File: src/rtl/pipe_pkg.sv
// Shared definitions for the valid/ready pipeline stage registers:
// state encoding, default field widths and a small occupancy helper.
package pipe_pkg;

    localparam int DEF_DATA_W = 32;
    localparam int DEF_DEST_W = 4;

    typedef enum logic [1:0] {
        ST_EMPTY = 2'd0,
        ST_FULL  = 2'd1,
        ST_SKID  = 2'd2
    } pipe_state_e;

    // Number of valid entries in a main+skid pair (0, 1 or 2).
    function automatic logic [1:0] occ_count(input logic main_valid, input logic skid_valid);
        return {main_valid & skid_valid, main_valid ^ skid_valid};
    endfunction

endpackage

File: src/rtl/pipe_entry_reg.sv
// One storage slot of a stage register: valid bit plus the write-back bundle.
// clear_ctrl drops only valid/control bits; rst zeroes every field.
module pipe_entry_reg
    import pipe_pkg::*;
#(
    parameter int DATA_W = DEF_DATA_W,
    parameter int DEST_W = DEF_DEST_W
) (
    input  logic              clk,
    input  logic              rst,
    input  logic              load,
    input  logic              clear_ctrl,
    input  logic              new_wb_en,
    input  logic              new_mem_r_en,
    input  logic [DATA_W-1:0] new_alu_res,
    input  logic [DATA_W-1:0] new_mem_data,
    input  logic [DEST_W-1:0] new_dest,
    output logic              valid,
    output logic              wb_en,
    output logic              mem_r_en,
    output logic [DATA_W-1:0] alu_res,
    output logic [DATA_W-1:0] mem_data,
    output logic [DEST_W-1:0] dest
);

    logic              valid_reg;
    logic              wb_en_reg;
    logic              mem_r_en_reg;
    logic [DATA_W-1:0] alu_res_reg;
    logic [DATA_W-1:0] mem_data_reg;
    logic [DEST_W-1:0] dest_reg;

    // clear_ctrl outranks load so a flush always wins over a same-cycle accept.
    always_ff @(posedge clk) begin
        if (rst) begin
            valid_reg    <= 1'b0;
            wb_en_reg    <= 1'b0;
            mem_r_en_reg <= 1'b0;
            alu_res_reg  <= '0;
            mem_data_reg <= '0;
            dest_reg     <= '0;
        end else if (clear_ctrl) begin
            valid_reg    <= 1'b0;
            wb_en_reg    <= 1'b0;
            mem_r_en_reg <= 1'b0;
        end else if (load) begin
            valid_reg    <= 1'b1;
            wb_en_reg    <= new_wb_en;
            mem_r_en_reg <= new_mem_r_en;
            alu_res_reg  <= new_alu_res;
            mem_data_reg <= new_mem_data;
            dest_reg     <= new_dest;
        end
    end

    assign valid    = valid_reg;
    assign wb_en    = wb_en_reg;
    assign mem_r_en = mem_r_en_reg;
    assign alu_res  = alu_res_reg;
    assign mem_data = mem_data_reg;
    assign dest     = dest_reg;

endmodule

File: src/rtl/mem_wb_skid_reg.sv
// MEM/WB stage register with valid/ready handshake, one-entry skid buffer,
// synchronous flush, occupancy count and the pre-muxed write-back value.
module mem_wb_skid_reg
    import pipe_pkg::*;
#(
    parameter int DATA_W = DEF_DATA_W,
    parameter int DEST_W = DEF_DEST_W
) (
    input  logic              clk,
    input  logic              rst,
    input  logic              flush,
    input  logic              in_valid,
    output logic              in_ready,
    input  logic              in_wb_en,
    input  logic              in_mem_r_en,
    input  logic [DATA_W-1:0] in_alu_res,
    input  logic [DATA_W-1:0] in_mem_data,
    input  logic [DEST_W-1:0] in_dest,
    output logic              out_valid,
    input  logic              out_ready,
    output logic              out_wb_en,
    output logic              out_mem_r_en,
    output logic [DATA_W-1:0] out_alu_res,
    output logic [DATA_W-1:0] out_mem_data,
    output logic [DEST_W-1:0] out_dest,
    output logic [DATA_W-1:0] out_wb_value,
    output logic [1:0]        occupancy
);

    localparam int MAIN = 0;
    localparam int SKID = 1;

    pipe_state_e state_reg, state_next;

    logic [1:0]        ent_load;
    logic [1:0]        ent_clr;
    logic [1:0]        ent_new_wb_en;
    logic [1:0]        ent_new_mem_r_en;
    logic [DATA_W-1:0] ent_new_alu   [2];
    logic [DATA_W-1:0] ent_new_mem   [2];
    logic [DEST_W-1:0] ent_new_dest  [2];
    logic [1:0]        ent_valid;
    logic [1:0]        ent_wb_en;
    logic [1:0]        ent_mem_r_en;
    logic [DATA_W-1:0] ent_alu       [2];
    logic [DATA_W-1:0] ent_mem       [2];
    logic [DEST_W-1:0] ent_dest      [2];

    logic in_fire;
    logic out_fire;
    logic main_from_skid;

    assign in_ready  = (state_reg != ST_SKID);
    assign out_valid = ent_valid[MAIN];
    assign in_fire   = in_valid & in_ready;
    assign out_fire  = out_valid & out_ready;

    always_ff @(posedge clk) begin
        if (rst) begin
            state_reg <= ST_EMPTY;
        end else begin
            state_reg <= state_next;
        end
    end

    always_comb begin
        state_next     = state_reg;
        ent_load       = 2'b00;
        ent_clr        = 2'b00;
        main_from_skid = 1'b0;
        if (flush) begin
            state_next = ST_EMPTY;
            ent_clr    = 2'b11;
        end else begin
            case (state_reg)
                ST_EMPTY: begin
                    if (in_fire) begin
                        ent_load[MAIN] = 1'b1;
                        state_next     = ST_FULL;
                    end
                end
                ST_FULL: begin
                    if (in_fire && out_fire) begin
                        ent_load[MAIN] = 1'b1;
                    end else if (in_fire) begin
                        ent_load[SKID] = 1'b1;
                        state_next     = ST_SKID;
                    end else if (out_fire) begin
                        ent_clr[MAIN]  = 1'b1;
                        state_next     = ST_EMPTY;
                    end
                end
                ST_SKID: begin
                    // Upstream is stalled here, so only the skid can refill main.
                    if (out_fire) begin
                        ent_load[MAIN] = 1'b1;
                        ent_clr[SKID]  = 1'b1;
                        main_from_skid = 1'b1;
                        state_next     = ST_FULL;
                    end
                end
                default: begin
                    state_next = ST_EMPTY;
                    ent_clr    = 2'b11;
                end
            endcase
        end
    end

    assign ent_new_wb_en[MAIN]    = main_from_skid ? ent_wb_en[SKID]    : in_wb_en;
    assign ent_new_mem_r_en[MAIN] = main_from_skid ? ent_mem_r_en[SKID] : in_mem_r_en;
    assign ent_new_alu[MAIN]      = main_from_skid ? ent_alu[SKID]      : in_alu_res;
    assign ent_new_mem[MAIN]      = main_from_skid ? ent_mem[SKID]      : in_mem_data;
    assign ent_new_dest[MAIN]     = main_from_skid ? ent_dest[SKID]     : in_dest;

    assign ent_new_wb_en[SKID]    = in_wb_en;
    assign ent_new_mem_r_en[SKID] = in_mem_r_en;
    assign ent_new_alu[SKID]      = in_alu_res;
    assign ent_new_mem[SKID]      = in_mem_data;
    assign ent_new_dest[SKID]     = in_dest;

    for (genvar gi = 0; gi < 2; gi++) begin : g_entry
        pipe_entry_reg #(
            .DATA_W(DATA_W),
            .DEST_W(DEST_W)
        ) u_entry (
            .clk         (clk),
            .rst         (rst),
            .load        (ent_load[gi]),
            .clear_ctrl  (ent_clr[gi]),
            .new_wb_en   (ent_new_wb_en[gi]),
            .new_mem_r_en(ent_new_mem_r_en[gi]),
            .new_alu_res (ent_new_alu[gi]),
            .new_mem_data(ent_new_mem[gi]),
            .new_dest    (ent_new_dest[gi]),
            .valid       (ent_valid[gi]),
            .wb_en       (ent_wb_en[gi]),
            .mem_r_en    (ent_mem_r_en[gi]),
            .alu_res     (ent_alu[gi]),
            .mem_data    (ent_mem[gi]),
            .dest        (ent_dest[gi])
        );
    end

    assign out_wb_en    = ent_valid[MAIN] & ent_wb_en[MAIN];
    assign out_mem_r_en = ent_valid[MAIN] & ent_mem_r_en[MAIN];
    assign out_alu_res  = ent_alu[MAIN];
    assign out_mem_data = ent_mem[MAIN];
    assign out_dest     = ent_dest[MAIN];
    assign out_wb_value = out_mem_r_en ? ent_mem[MAIN] : ent_alu[MAIN];
    assign occupancy    = occ_count(ent_valid[MAIN], ent_valid[SKID]);

endmodule
File: config.mk
export PLATFORM = sky130hd
export DESIGN_NAME = mem_wb_skid_reg
export DESIGN_NICKNAME = d
export VERILOG_FILES = /design/src/rtl/pipe_pkg.sv /design/src/rtl/pipe_entry_reg.sv /design/src/rtl/mem_wb_skid_reg.sv
export SDC_FILE = /design/constraint.sdc
export NUM_CORES = 1
export LEC_CHECK = 0
export ABC_AREA = 1
export CAP_MARGIN = 40
export CORE_MARGIN = 2
export CORE_UTILIZATION = 47
export CTS_BUF_LIST = sky130_fd_sc_hd__clkbuf_8
export DETAILED_ROUTE_END_ITERATION = 12
export PLACE_DENSITY = 0.76
export SLEW_MARGIN = 30
export SYNTH_ARGS = -nofsm -noshare
export SYNTH_HDL_FRONTEND = slang
export SYNTH_SLANG_ARGS = --single-unit
File: constraint.sdc
create_clock -name clk -period 1.6 [get_ports clk]
set_input_delay 0.16 -clock clk [delete_from_list [all_inputs] [get_ports clk]]
set_output_delay 0.16 -clock clk [all_outputs]
set_load 0.02 [all_outputs]
After elaboration in Yosys (flattened, before gate mapping):

Index checks and enable logic that the tools add are counted.

* mux-type cells: 26
* equality and inequality tests: 7
* bitwise gates (word level): 8
* reductions and logical operators: 10

Operator list (count)
* 32-bit 2-to-1 mux: 3
* 2-bit 2-to-1 mux: 7
* 1-bit 2-to-1 mux: 11
* 2-bit OR reduction: 5
* 2-bit inequality test, second input constant: 4
* 2-bit one-hot mux with 3 select lines: 1
* 1-bit AND: 5
* 4-bit 2-to-1 mux: 1
* 1-bit one-hot mux with 2 select lines: 2
* 2-bit AND reduction: 2
* 4-bit AND reduction: 1
* 3-bit inequality test, second input constant: 1
* 1-bit one-hot mux with 3 select lines: 1
* 2-bit by 1-bit equality test with 1-bit output, second input constant: 1
* 2-bit equality test, second input constant: 1
* 2-bit zero test: 1
* 1-bit NOT: 2
* 1-bit logical AND: 1
* 1-bit bitwise XOR: 1

* register bits after elaboration: 144
* input bits: 75

Depth between registers and ports, before layout:

Gate-level depths: netlist of run 1.

* word-level depth: 8
* gate-level depth with buffers: 10
* mapped depth without buffers: 8

Cells and area by module:

A second synthesis of run 1 with hierarchy kept.

* cells, all modules: 1274
* area total of the unflattened synthesis: 7508.5 µm²

By module, submodules not included
* pipe_entry_reg: cells each 453, times used 2, area an instance 2980.4 µm²
* mem_wb_skid_reg: cells each 368, times used 1, area an instance 1547.7 µm²

Worst setup path before layout of run 1:

Ideal clock, no wire load.

* path kind: flip-flop to output port
* start point: reg g_entry[0].u_entry.valid_reg
* end point: out out_wb_value[0]
* cell stages (with the launch flop): 5
* arrival time: 1.487 ns
* setup slack: -0.047 ns
* path through: dfxtp_1 nand2_1 clkbuf_1 clkbuf_1 o21ai_0

* cells in the longest elaborated chain, start to end: 2

RTL lines
* from (decl): line pipe_entry_reg.sv:26 `logic valid_reg;`
* from (signal assigned): line pipe_entry_reg.sv:36 `valid_reg <= 1'b0;`
* from (signal assigned): line pipe_entry_reg.sv:43 `valid_reg <= 1'b0;`
* from (signal assigned): line pipe_entry_reg.sv:47 `valid_reg <= 1'b1;`
* 1-bit AND: line mem_wb_skid_reg.sv:146 `assign out_mem_r_en = ent_valid[MAIN] & ent_mem_r_en[MAIN];`
* 32-bit 2-to-1 mux: line mem_wb_skid_reg.sv:150 `assign out_wb_value = out_mem_r_en ? ent_mem[MAIN] : ent_alu[MAIN];`
* to (decl): line mem_wb_skid_reg.sv:26 `output logic [DATA_W-1:0] out_wb_value,`

Every way passes these cells.

Worst setup path after layout of run 1:

* start point: reg g_entry[0].u_entry.valid_reg
* end point: out out_wb_value[6]

The elaborated chain is that of the path after synthesis.

==> metrics, run 1 <==
routed len/inst 14.6 um; die area 17,600 um^2; core area 16,300 um^2; share of cells above drive strength 1 11.5%; min cycle time layout 1630 ps; post-route ant nets 0; hold-fix buffers at CTS 0; Area Overhead vs Synth 32.6%; Finished Layout Cells 1,575; CP Capture Type output pin; # H-tree levels 4; TritonRoute pass-1 iters 5; placed cell areas 9450 um^2; sequential cell area 2890 um^2; final hold vios 0; synthesized area 7770 um^2; TritonCTS Buffers 17; largest net degree at the start of global routing 68; Routed WL 23,000 um; worst hold slack 389 ps; Root Driver clkbuf_8; Distinct cells, synth 20; Vias 7,734; io pins 181; Hold Path Cell Cnt 5; nets@finish 1,418; IO Port Bufs 180; worst-case reg-to-reg path depth 10; Iteration-0 DRC Markers 524; CTS max path bufs 2; TritonCTS clock tree yes; Syn Nets 1,318; top cell type's share of synthesized area 37.1%; Hold Crit Class in -> reg; Peak VDD IR 0.639 mV; Final setup viols 15; skew final 9.24 ps; Max Freq 614 MHz; Die H 133 um; RSZ-0062 raised after global routing true; Worst Path Arrival 1470 ps; die width 133 um; initial core utilization 47.6%; GRT Residual Overflow 0; WS Path Type reg -> out; Fin Setup TNS -219 ps; Synth area leader dfxtp_1; Max-slew headroom 80.0%; fin crit share 102%; vias in the first global route 6,701; PwrDens 840 nW/um^2; YS warnings 0; data required time of the critical path 1440 ps; Synth Register Bits 144; Seq/Total Area, Yosys 37.1%; Final Power 8.65 mW; startpoint types flip-flop; Max Cap Violations 0; post-route setup slack -29.4 ps; Clock Latency Late Sink 450 ps; footprint of the multi-input gates 3870 um^2; Worst-path clk slew 80 ps; Slew Limit Fails 0; dominant cells by area after synthesis dfxtp_1 37%, nand2_1 19%, nor2_1 14%; GPL Wtd Cong 0.824; cell count after synthesis 1,242; Placed Cells incl. Taps 1,529; initial antenna violation count 0; first-pass GRT wire length 34,700 um; post-synthesis average cell area 6.26 um^2; Leakage 5.21 nW; DRC errors left 0; antenna cells 0; num rows 47; Worst Tran Pin Value 300 ps; # clock sinks 144; All-Layer GR Usage 24.6%; layout filler cell count 1,496; DP Wirelength 14,400 um; status finished with violations; failing checks negative setup slack; final instance area 10,300 um^2; crit-path max FO 12; Vias per Instance 4.91; fin util 63.1%; pre-CTS WS -138 ps
[metal layers]
layer  vias up  track usage (%)  part of all wire, %
met5         -                0                    0
met4         0             9.50                  2.5
met1      3529             33.9                   45
li1       3921                -                    -
met3        39             4.44                  5.5
met2       245             38.3                   47
[worst max-delay path, stage by stage, from the launching register on]
cell and delay, ps:
dfxtp_4 390, nand2_8 110, clkbuf_16 200, o21ai_0 130, buf_2 180
[synth_stat cells]
| cell type | count |
|---|---|
| nor3_1 | 2 |
| nor3_4 | 1 |
| nor2_2 | 1 |
| o21ai_0 | 33 |
| inv_1 | 78 |
| nand2_2 | 1 |
| buf_6 | 7 |
| nand2_1 | 395 |
| dfxtp_1 | 144 |
| buf_1 | 8 |
| ha_1 | 1 |
| a21oi_1 | 2 |
| inv_2 | 3 |
| nand3b_1 | 70 |
| clkbuf_1 | 40 |
| nand3_1 | 74 |
| buf_4 | 68 |
| nor2_1 | 288 |
| buf_2 | 25 |
| o21a_1 | 1 |
[final cells by class]
type	count	share of cell area [%]
well taps	220	2.67
repair buffers	229	24.7
inverters	81	3.05
multi-input cells	869	37.6
clock inverters	14	1.59
clock buffers	18	2.40
flip-flops and latches	144	28.1
[where the power goes]
part	switching (mW)	internal (mW)	leakage, nW
Combinational	0.972	0.759	3.83
Sequential	0.115	3.75	1.18
Clock	1.47	1.58	0.210
Total	2.56	6.09	5.21
[timing repair]
action	4_1_cts	5_1_grt
setup endpoints to repair	130	122
resized for setup	246	102
pin swaps	1	7
setup buffers	2	3
cloned	3	6
[layout by cell type, fill, tap and decap left out, types with 3 or more instances in the layout]
| cell | Yosys | final |
|---|---|---|
| o21ai_1 | 0 | 19 |
| inv_1 | 78 | 78 |
| clkinv_2 | 0 | 4 |
| o21ai_4 | 0 | 3 |
| nor2_1 | 288 | 287 |
| nand2_8 | 0 | 3 |
| buf_2 | 25 | 5 |
| dlygate4sd2_1 | 0 | 45 |
| o21ai_2 | 0 | 7 |
| dlymetal6s2s_1 | 0 | 15 |
| buf_16 | 0 | 3 |
| clkbuf_16 | 0 | 6 |
| bufinv_16 | 0 | 3 |
| nand3_1 | 74 | 73 |
| nand2_1 | 395 | 380 |
| inv_6 | 0 | 3 |
| nand3b_1 | 70 | 70 |
| clkdlybuf4s50_1 | 0 | 82 |
| buf_6 | 7 | 18 |
| dfxtp_1 | 144 | 140 |
| o21ai_0 | 33 | 4 |
| nand2_2 | 1 | 11 |
| buf_12 | 0 | 21 |
| buf_4 | 68 | 31 |
| clkbuf_8 | 0 | 18 |
[worst paths after layout]
| check | start | to | slack [ps] |
|---|---|---|---|
| setup reg to reg | g_entry[0].u_entry.valid | g_entry[1].u_entry.mem_data[12] | 20 |
| setup / recovery | g_entry[0].u_entry.valid | out_wb_value[6] | -30 |
| hold reg to reg | g_entry[1].u_entry.mem_data[6] | g_entry[1].u_entry.mem_data[6] | 480 |
| hold / removal | in_alu_res[6] | g_entry[0].u_entry.alu_res[6] | 390 |
[kinds of logic after synthesis]
| group | synth area share [%] |
|---|---|
| fa+ha+maj | 0.161 |
| buf+inv | 15.4 |
| flops | 37.1 |
| simple gates | 45.0 |
| compound gates | 2.35 |
(Power assumes the default switching activity.)
==> run 2: changes to the inputs <==
--- a/config.mk
+++ b/config.mk
@@ -12,7 +12,6 @@
 export CTS_BUF_LIST = sky130_fd_sc_hd__clkbuf_8
 export DETAILED_ROUTE_END_ITERATION = 12
 export PLACE_DENSITY = 0.76
-export SLEW_MARGIN = 30
 export SYNTH_ARGS = -nofsm -noshare
 export SYNTH_HDL_FRONTEND = slang
 export SYNTH_SLANG_ARGS = --single-unit
==> results of run 2 <==
The final DEF is identical to that of run 1; final timing and power are the same.
